<file path="src/rtl/iram_init_loader_pkg.sv">
// Shared widths and FSM state encoding for the instruction RAM init loader.
package iram_init_loader_pkg;
   localparam int ADDR_W    = 9;
   localparam int DATA_W    = 9;
   localparam int MAX_WORDS = 512;

   typedef enum logic [2:0] {
      IDLE,
      LOAD,
      CHECK,
      DONE,
      ERROR
   } state_t;
endpackage

</file>
<file path="src/rtl/iram_init_loader_if.sv">
// Source stream, control and instruction RAM init port of the loader.
interface iram_init_loader_if;
   import iram_init_loader_pkg::*;

   logic              START;
   logic              SRC_VALID;
   logic [DATA_W-1:0] SRC_DATA;
   logic              SRC_READY;
   logic [ADDR_W-1:0] INITADDR;
   logic [DATA_W-1:0] INITDATA;
   logic              WENABLE;
   logic              CORE_HOLD;
   logic              INIT_DONE;
   logic              INIT_ERR;

   // Loader side
   modport slave (
      input  START, SRC_VALID, SRC_DATA,
      output SRC_READY, INITADDR, INITDATA, WENABLE, CORE_HOLD, INIT_DONE, INIT_ERR
   );

   // Source / supervisor side
   modport master (
      output START, SRC_VALID, SRC_DATA,
      input  SRC_READY, INITADDR, INITDATA, WENABLE, CORE_HOLD, INIT_DONE, INIT_ERR
   );
endinterface

</file>
<file path="src/rtl/iram_init_loader.sv">
// Streams INIT_WORDS words into the instruction RAM init port, optionally
// verifies a trailing mod-512 checksum, and releases the core only on success.
//
// state | meaning
// IDLE  | after reset, waiting for START, core held
// LOAD  | accepting data words, one RAM write per accepted word
// CHECK | waiting for the checksum word (never written to RAM)
// DONE  | load good, core released
// ERROR | checksum mismatch, core held until a new run
module iram_init_loader
   import iram_init_loader_pkg::*;
#(
   parameter int INIT_WORDS = 512,
   parameter int CHECK_EN   = 1
) (
   input logic               RWCLK,
   input logic               RESET,
   iram_init_loader_if.slave bus
);

   localparam logic [ADDR_W-1:0] LAST_ADDR = ADDR_W'(INIT_WORDS - 1);

   state_t            state;
   logic [ADDR_W-1:0] cnt;
   logic [DATA_W-1:0] acc;
   logic              accept;

   assign accept = bus.SRC_VALID && bus.SRC_READY;

   always_ff @(posedge RWCLK or posedge RESET) begin
      if (RESET) begin
         state         <= IDLE;
         cnt           <= '0;
         acc           <= '0;
         bus.INITADDR  <= '0;
         bus.INITDATA  <= '0;
         bus.WENABLE   <= 1'b0;
         bus.SRC_READY <= 1'b0;
         bus.CORE_HOLD <= 1'b1;
         bus.INIT_DONE <= 1'b0;
         bus.INIT_ERR  <= 1'b0;
      end else begin
         bus.WENABLE <= 1'b0;
         unique case (state)
            IDLE, DONE, ERROR: begin
               if (bus.START) begin
                  state         <= LOAD;
                  cnt           <= '0;
                  acc           <= '0;
                  bus.SRC_READY <= 1'b1;
                  bus.CORE_HOLD <= 1'b1;
                  bus.INIT_DONE <= 1'b0;
                  bus.INIT_ERR  <= 1'b0;
               end
            end
            LOAD: begin
               if (accept) begin
                  bus.WENABLE  <= 1'b1;
                  bus.INITADDR <= cnt;
                  bus.INITDATA <= bus.SRC_DATA;
                  acc          <= acc + bus.SRC_DATA;
                  cnt          <= cnt + 1'b1;
                  if (cnt == LAST_ADDR) begin
                     if (CHECK_EN != 0) begin
                        state <= CHECK;
                     end else begin
                        state         <= DONE;
                        bus.SRC_READY <= 1'b0;
                        bus.CORE_HOLD <= 1'b0;
                        bus.INIT_DONE <= 1'b1;
                     end
                  end
               end
            end
            CHECK: begin
               if (accept) begin
                  bus.SRC_READY <= 1'b0;
                  if (bus.SRC_DATA == acc) begin
                     state         <= DONE;
                     bus.CORE_HOLD <= 1'b0;
                     bus.INIT_DONE <= 1'b1;
                  end else begin
                     state        <= ERROR;
                     bus.INIT_ERR <= 1'b1;
                  end
               end
            end
            default: state <= IDLE;
         endcase
      end
   end

endmodule

</file>
<file path="src/flat_wrapper.sv">
// flat-port wrapper written by rule: the top's interface ports become plain ports
module iram_init_loader_flat import iram_init_loader_pkg::*;
#(
   parameter int INIT_WORDS = 512,
   parameter int CHECK_EN   = 1
)
  (RWCLK, RESET, bus_START, bus_SRC_VALID, bus_SRC_DATA, bus_SRC_READY, bus_INITADDR, bus_INITDATA, bus_WENABLE, bus_CORE_HOLD, bus_INIT_DONE, bus_INIT_ERR);
  iram_init_loader_if bus_i ();
  input logic RWCLK;
  input logic RESET;
  input wire logic [$bits(bus_i.START)-1:0] bus_START;
  input wire logic [$bits(bus_i.SRC_VALID)-1:0] bus_SRC_VALID;
  input wire logic [$bits(bus_i.SRC_DATA)-1:0] bus_SRC_DATA;
  output wire logic [$bits(bus_i.SRC_READY)-1:0] bus_SRC_READY;
  output wire logic [$bits(bus_i.INITADDR)-1:0] bus_INITADDR;
  output wire logic [$bits(bus_i.INITDATA)-1:0] bus_INITDATA;
  output wire logic [$bits(bus_i.WENABLE)-1:0] bus_WENABLE;
  output wire logic [$bits(bus_i.CORE_HOLD)-1:0] bus_CORE_HOLD;
  output wire logic [$bits(bus_i.INIT_DONE)-1:0] bus_INIT_DONE;
  output wire logic [$bits(bus_i.INIT_ERR)-1:0] bus_INIT_ERR;
  assign bus_i.START = bus_START;
  assign bus_i.SRC_VALID = bus_SRC_VALID;
  assign bus_i.SRC_DATA = bus_SRC_DATA;
  assign bus_SRC_READY = bus_i.SRC_READY;
  assign bus_INITADDR = bus_i.INITADDR;
  assign bus_INITDATA = bus_i.INITDATA;
  assign bus_WENABLE = bus_i.WENABLE;
  assign bus_CORE_HOLD = bus_i.CORE_HOLD;
  assign bus_INIT_DONE = bus_i.INIT_DONE;
  assign bus_INIT_ERR = bus_i.INIT_ERR;
  iram_init_loader #(.INIT_WORDS(INIT_WORDS), .CHECK_EN(CHECK_EN)) u_core (.RWCLK(RWCLK), .RESET(RESET), .bus(bus_i));
endmodule
</file>
<file path="config.mk">
export PLATFORM = sky130hd
export DESIGN_NAME = iram_init_loader_flat
export DESIGN_NICKNAME = d
export VERILOG_FILES = /design/src/rtl/iram_init_loader_pkg.sv /design/src/rtl/iram_init_loader_if.sv /design/src/rtl/iram_init_loader.sv /design/src/flat_wrapper.sv
export SDC_FILE = /design/constraint.sdc
export NUM_CORES = 1
export LEC_CHECK = 0
export CORE_ASPECT_RATIO = 0.9
export CORE_UTILIZATION = 30
export CTS_CLUSTER_SIZE = 8
export DETAILED_ROUTE_END_ITERATION = 10
export SYNTH_ARGS = -nofsm -noshare
export SYNTH_HDL_FRONTEND = slang
export SYNTH_SLANG_ARGS = --single-unit
</file>
<file path="constraint.sdc">
create_clock -name RWCLK -period 2.6 [get_ports RWCLK]
set_input_delay 0.65 -clock RWCLK [delete_from_list [all_inputs] [get_ports RWCLK]]
set_output_delay 0.65 -clock RWCLK [all_outputs]
set_load 0.005 [all_outputs]
</file>
==> results.sh, run 1 <==
export IMPL_io_pins=36
export IMPL_postRouteAntennaNets=0
export IMPL_cts_tree="yes"
export IMPL_pwr_share_clk_pct=18.4
export IMPL_grt_pass1_wl_um=8000
export IMPL_worst_setup_path_type="in2reg"
export IMPL_finalCritPeriodShare_pct=95.3
export IMPL_antenna_found_initial=0
export IMPL_initial_core_util_pct=31.7
export IMPL_hold_slack_ps=489
export IMPL_cp_arrival_ps=2700
export IMPL_cts_sinks=44
export IMPL_dp_hpwl_um=3190
export IMPL_clk_pin_slew_worst_paths_ps=80
export IMPL_n_antenna_cell=0
export IMPL_synthesis_nets=217
export IMPL_combPwrFrac_pct=40.5
export IMPL_synth_cell_area_mm2=0.00228
export IMPL_vdd_ir_drop_max_uv=381
export IMPL_ys_ff_latch=44
export IMPL_hold_path_class="reg2reg"
export IMPL_io_buffers=35
export IMPL_hold_viol_final=0
export IMPL_finish_utilization_pct=40.6
export IMPL_async_flop_share_pct=100
export IMPL_cp_max_fo=2
export IMPL_vias_per_cell=5.00
export IMPL_tritoncts_num_buffers=5
export IMPL_nFillCells=682
export IMPL_synth_seq_area_share_pct=48.4
export IMPL_area_delta_synth_final_pct=28.1
export IMPL_start_kind="primary input"
export IMPL_grt_overflow=0
export IMPL_clock_skew_ps=13.7
export IMPL_setup_viol_count_final=0
export IMPL_cts_buffer_depth=2
export IMPL_netlist_top_cells_area="dfrtp_1 47%, mux2_2 9.4%, ha_1 5.5%"
export IMPL_rsz0062_at_grt="false"
export IMPL_gp_congestion=0.746
export IMPL_htree_levels=2
export IMPL_worst_slew_pin_slew_ps=681
export IMPL_post_route_drc_count=0
export IMPL_path_cells="clkdlybuf4s50_1 > ha_1 > fa_1 > a211oi_1 > o21ai_1 > o31a_1 > a21bo_1 > a21oi_1"
export IMPL_drt_pass1_iter_count=4
export IMPL_netlist_instances=193
export IMPL_avgSynthCellArea_um2=11.8
export IMPL_cpMaxStageDelayCell="clkdlybuf4s50_1"
export IMPL_p_leak_nw=1.30
export IMPL_yosysWarnings=0
export IMPL_track_usage_pct=13.0
export IMPL_finalCriticalPeriod_ps=2480
export IMPL_crit_required_ps=2820
export IMPL_die_h_um=84.7
export IMPL_outcome="complete, no violations"
export IMPL_drv_cap=0
export IMPL_row_count=29
export IMPL_slew_headroom_pct=54.3
export IMPL_die_area_mm2=0.00794
export IMPL_p_int_w=0.00165
export IMPL_synth_top_area_share_pct=47.3
export IMPL_cts_root_buffer="clkbuf_8"
export IMPL_end_kind="flop"
export IMPL_clkLatencyLatePin_ps=300
export IMPL_powerDensity_mw_per_mm2=830
export IMPL_cts_resized=0
export IMPL_synth_distinct_cells=47
export IMPL_wl_per_cell_um=13.4
export IMPL_synth_edf_count=0
export IMPL_post_cts_buffers=0
export IMPL_sequentialPowerShare_pct=41.1
export IMPL_swShare_pct=31.9
export IMPL_grt_max_degree=32
export IMPL_fin_nets=267
export IMPL_die_w_um=93.8
export IMPL_finalNonFillerCells=337
export IMPL_synth_top_area_cell="dfrtp_1"
export IMPL_report_final_slew_viol_count=0
export IMPL_grt_pass1_vias=1690
export IMPL_core_area_mm2=0.00718
export IMPL_max_freq_mhz=403
export IMPL_power_switching_w=0.000773
export IMPL_drive_above_1_share_pct=19.7
export IMPL_post_place_cells=329
export IMPL_drt_iter0_drc=60
export IMPL_max_stage_delay_ps=430
export IMPL_routed_via_count=1684
export IMPL_yosys_most_used_dff="dfrtp_1"
export IMPL_cts_hold_buffers=0
export IMPL_drt_wl_total_um=4510
==> cells by family (layout without fill, tap and decap cells) <==
| logic type | after synthesis | in the layout | share of synthesized area [%] |
|---|---|---|---|
| DFF | 44 | 44 | 48.4 |
| xor gates and xnor gates | 12 | 12 | 4.62 |
| muxes | 21 | 21 | 10.3 |
| and+or+nand+nor | 46 | 46 | 11.8 |
| buffers and inverters | 9 | 60 | 2.86 |
| adders and majority gates | 11 | 11 | 6.37 |
| AOI/OAI and AO/OA | 50 | 50 | 15.7 |
==> cells in the mapped netlist (3+ instances only) <==
library cell  instances
nor2_1               13
xnor2_1               4
dfrtp_1              43
o2111ai_1             4
and3_1                5
a22o_1                6
nand2_1               6
buf_6                 3
ha_1                 10
o21ai_0               9
mux2_2               19
xor2_1                8
and2_1                3
a21oi_1               9
nand3_1               3
a21o_1                4
==> power by group through the flow <==
stage | combinational [W] | clock [W] | sequential, W
6_report | 0.000979 | 0.000446 | 0.000994
4_1_cts | 0.000993 | 0.000469 | 0.000995
2_1_floorplan | 0.000592 | 0 | 0.000984
5_1_grt | 0.00110 | 0.000491 | 0.00102
3_5_place_dp | 0.000987 | 0 | 0.00100
3_3_place_gp | 0.000968 | 0 | 0.00100
==> critical path: cells and delay by family <==
family / cells / cell delay [ps]
AO/OA/AOI/OAI: 5 / 990
adder cells (fa/ha/maj): 2 / 630
buffers and inverters: 1 / 430
==> worst paths after layout <==
| path | startpoint | depth (start not counted) | slack, ps | end |
|---|---|---|---|---|
| max reg2reg | u_core.acc[0] | 7 | 530 | u_core.acc[8] |
| min reg2reg | u_core.bus.CORE_HOLD | 2 | 490 | u_core.bus.CORE_HOLD |
| max | bus_SRC_DATA[0] | 8 | 120 | u_core.acc[8] |
| max in group asynchronous | RESET | 3 | 1410 | u_core.bus.INITDATA[3] |
| min in group asynchronous | RESET | 2 | 680 | u_core.bus.INITADDR[0] |
| min | u_core.bus.CORE_HOLD | 2 | 490 | u_core.bus.CORE_HOLD |
==> area by class of cell <==
class                      instances  area (um2)  share of cell area, %
multi-input combinational        140        1110                   38.1
sequential                        44        1100                   37.8
timing repair buffer              50         488                   16.7
tap                               93         116                   3.99
clock buffer                       6        82.6                   2.83
clock inverter                     2        10.0                  0.343
inverter                           2        7.51                  0.257
==> cell usage in the layout (no fill, tap or decap), types with 2 or more instances in the layout <==
master           netlist  final
nor2b_1                2      2
nand3b_1               2      2
mux2_2                19     19
nand2_1                6      6
nor4_1                 2      2
xnor2_1                4      4
nor2_1                13     13
o211ai_1               2      2
buf_4                  2     13
and3b_1                2      2
buf_12                 0      2
a211oi_1               2      2
clkbuf_8               0      6
and2_1                 3      3
a21o_1                 4      4
o41ai_1                2      2
a21oi_1                9      9
o2111ai_1              4      4
o21bai_1               2      2
clkinv_2               0      2
o21ai_0                9      9
a31oi_1                2      2
nand3_1                3      3
xor2_1                 8      8
mux2i_1                2      2
a22oi_1                2      2
clkdlybuf4s50_1        0     35
dfrtp_1               43     43
and3_1                 5      5
ha_1                  10     10
a22o_1                 6      6
==> state kept, by name, indices dropped and copies added, names as in the netlist <==
name and cells:
u_core.state 3, u_core.bus.INIT_ERR 1, u_core.bus.WENABLE 1, u_core.bus.INITDATA 9, u_core.bus.SRC_READY 1, u_core.bus.INIT_DONE 1
u_core.acc 9, u_core.bus.CORE_HOLD 1, u_core.bus.INITADDR 9, u_core.cnt 9
==> through the flow <==
step	total power [W]	worst slack, ps	TNS [ps]	area, um2
finish	0.00242	122	0	2920
floorplan	0.00158	313	0	2280
global placement	0.00197	-146	-378	2820
detailed placement	0.00199	-176	-276	2820
global route	0.00262	0.651	0	2920
CTS	0.00246	113	0	2920
==> per-layer routing <==
metal / GRT usage, % / vias up / wire length, um
met5: 0 / - / 0
met4: 5.03 / 0 / 68
met3: 2.90 / 7 / 168
met2: 19.8 / 29 / 2020
met1: 17.8 / 833 / 2250
li1: - / 815 / -
No activity file was read; power rests on OpenSTA's default activity.
==> inputs of run 2 (changes only) <==
Settings changed: CTS_CLUSTER_DIAMETER set to 50.
==> results of run 2 <==
Final layout, timing and power as in run 1 (identical DEF).
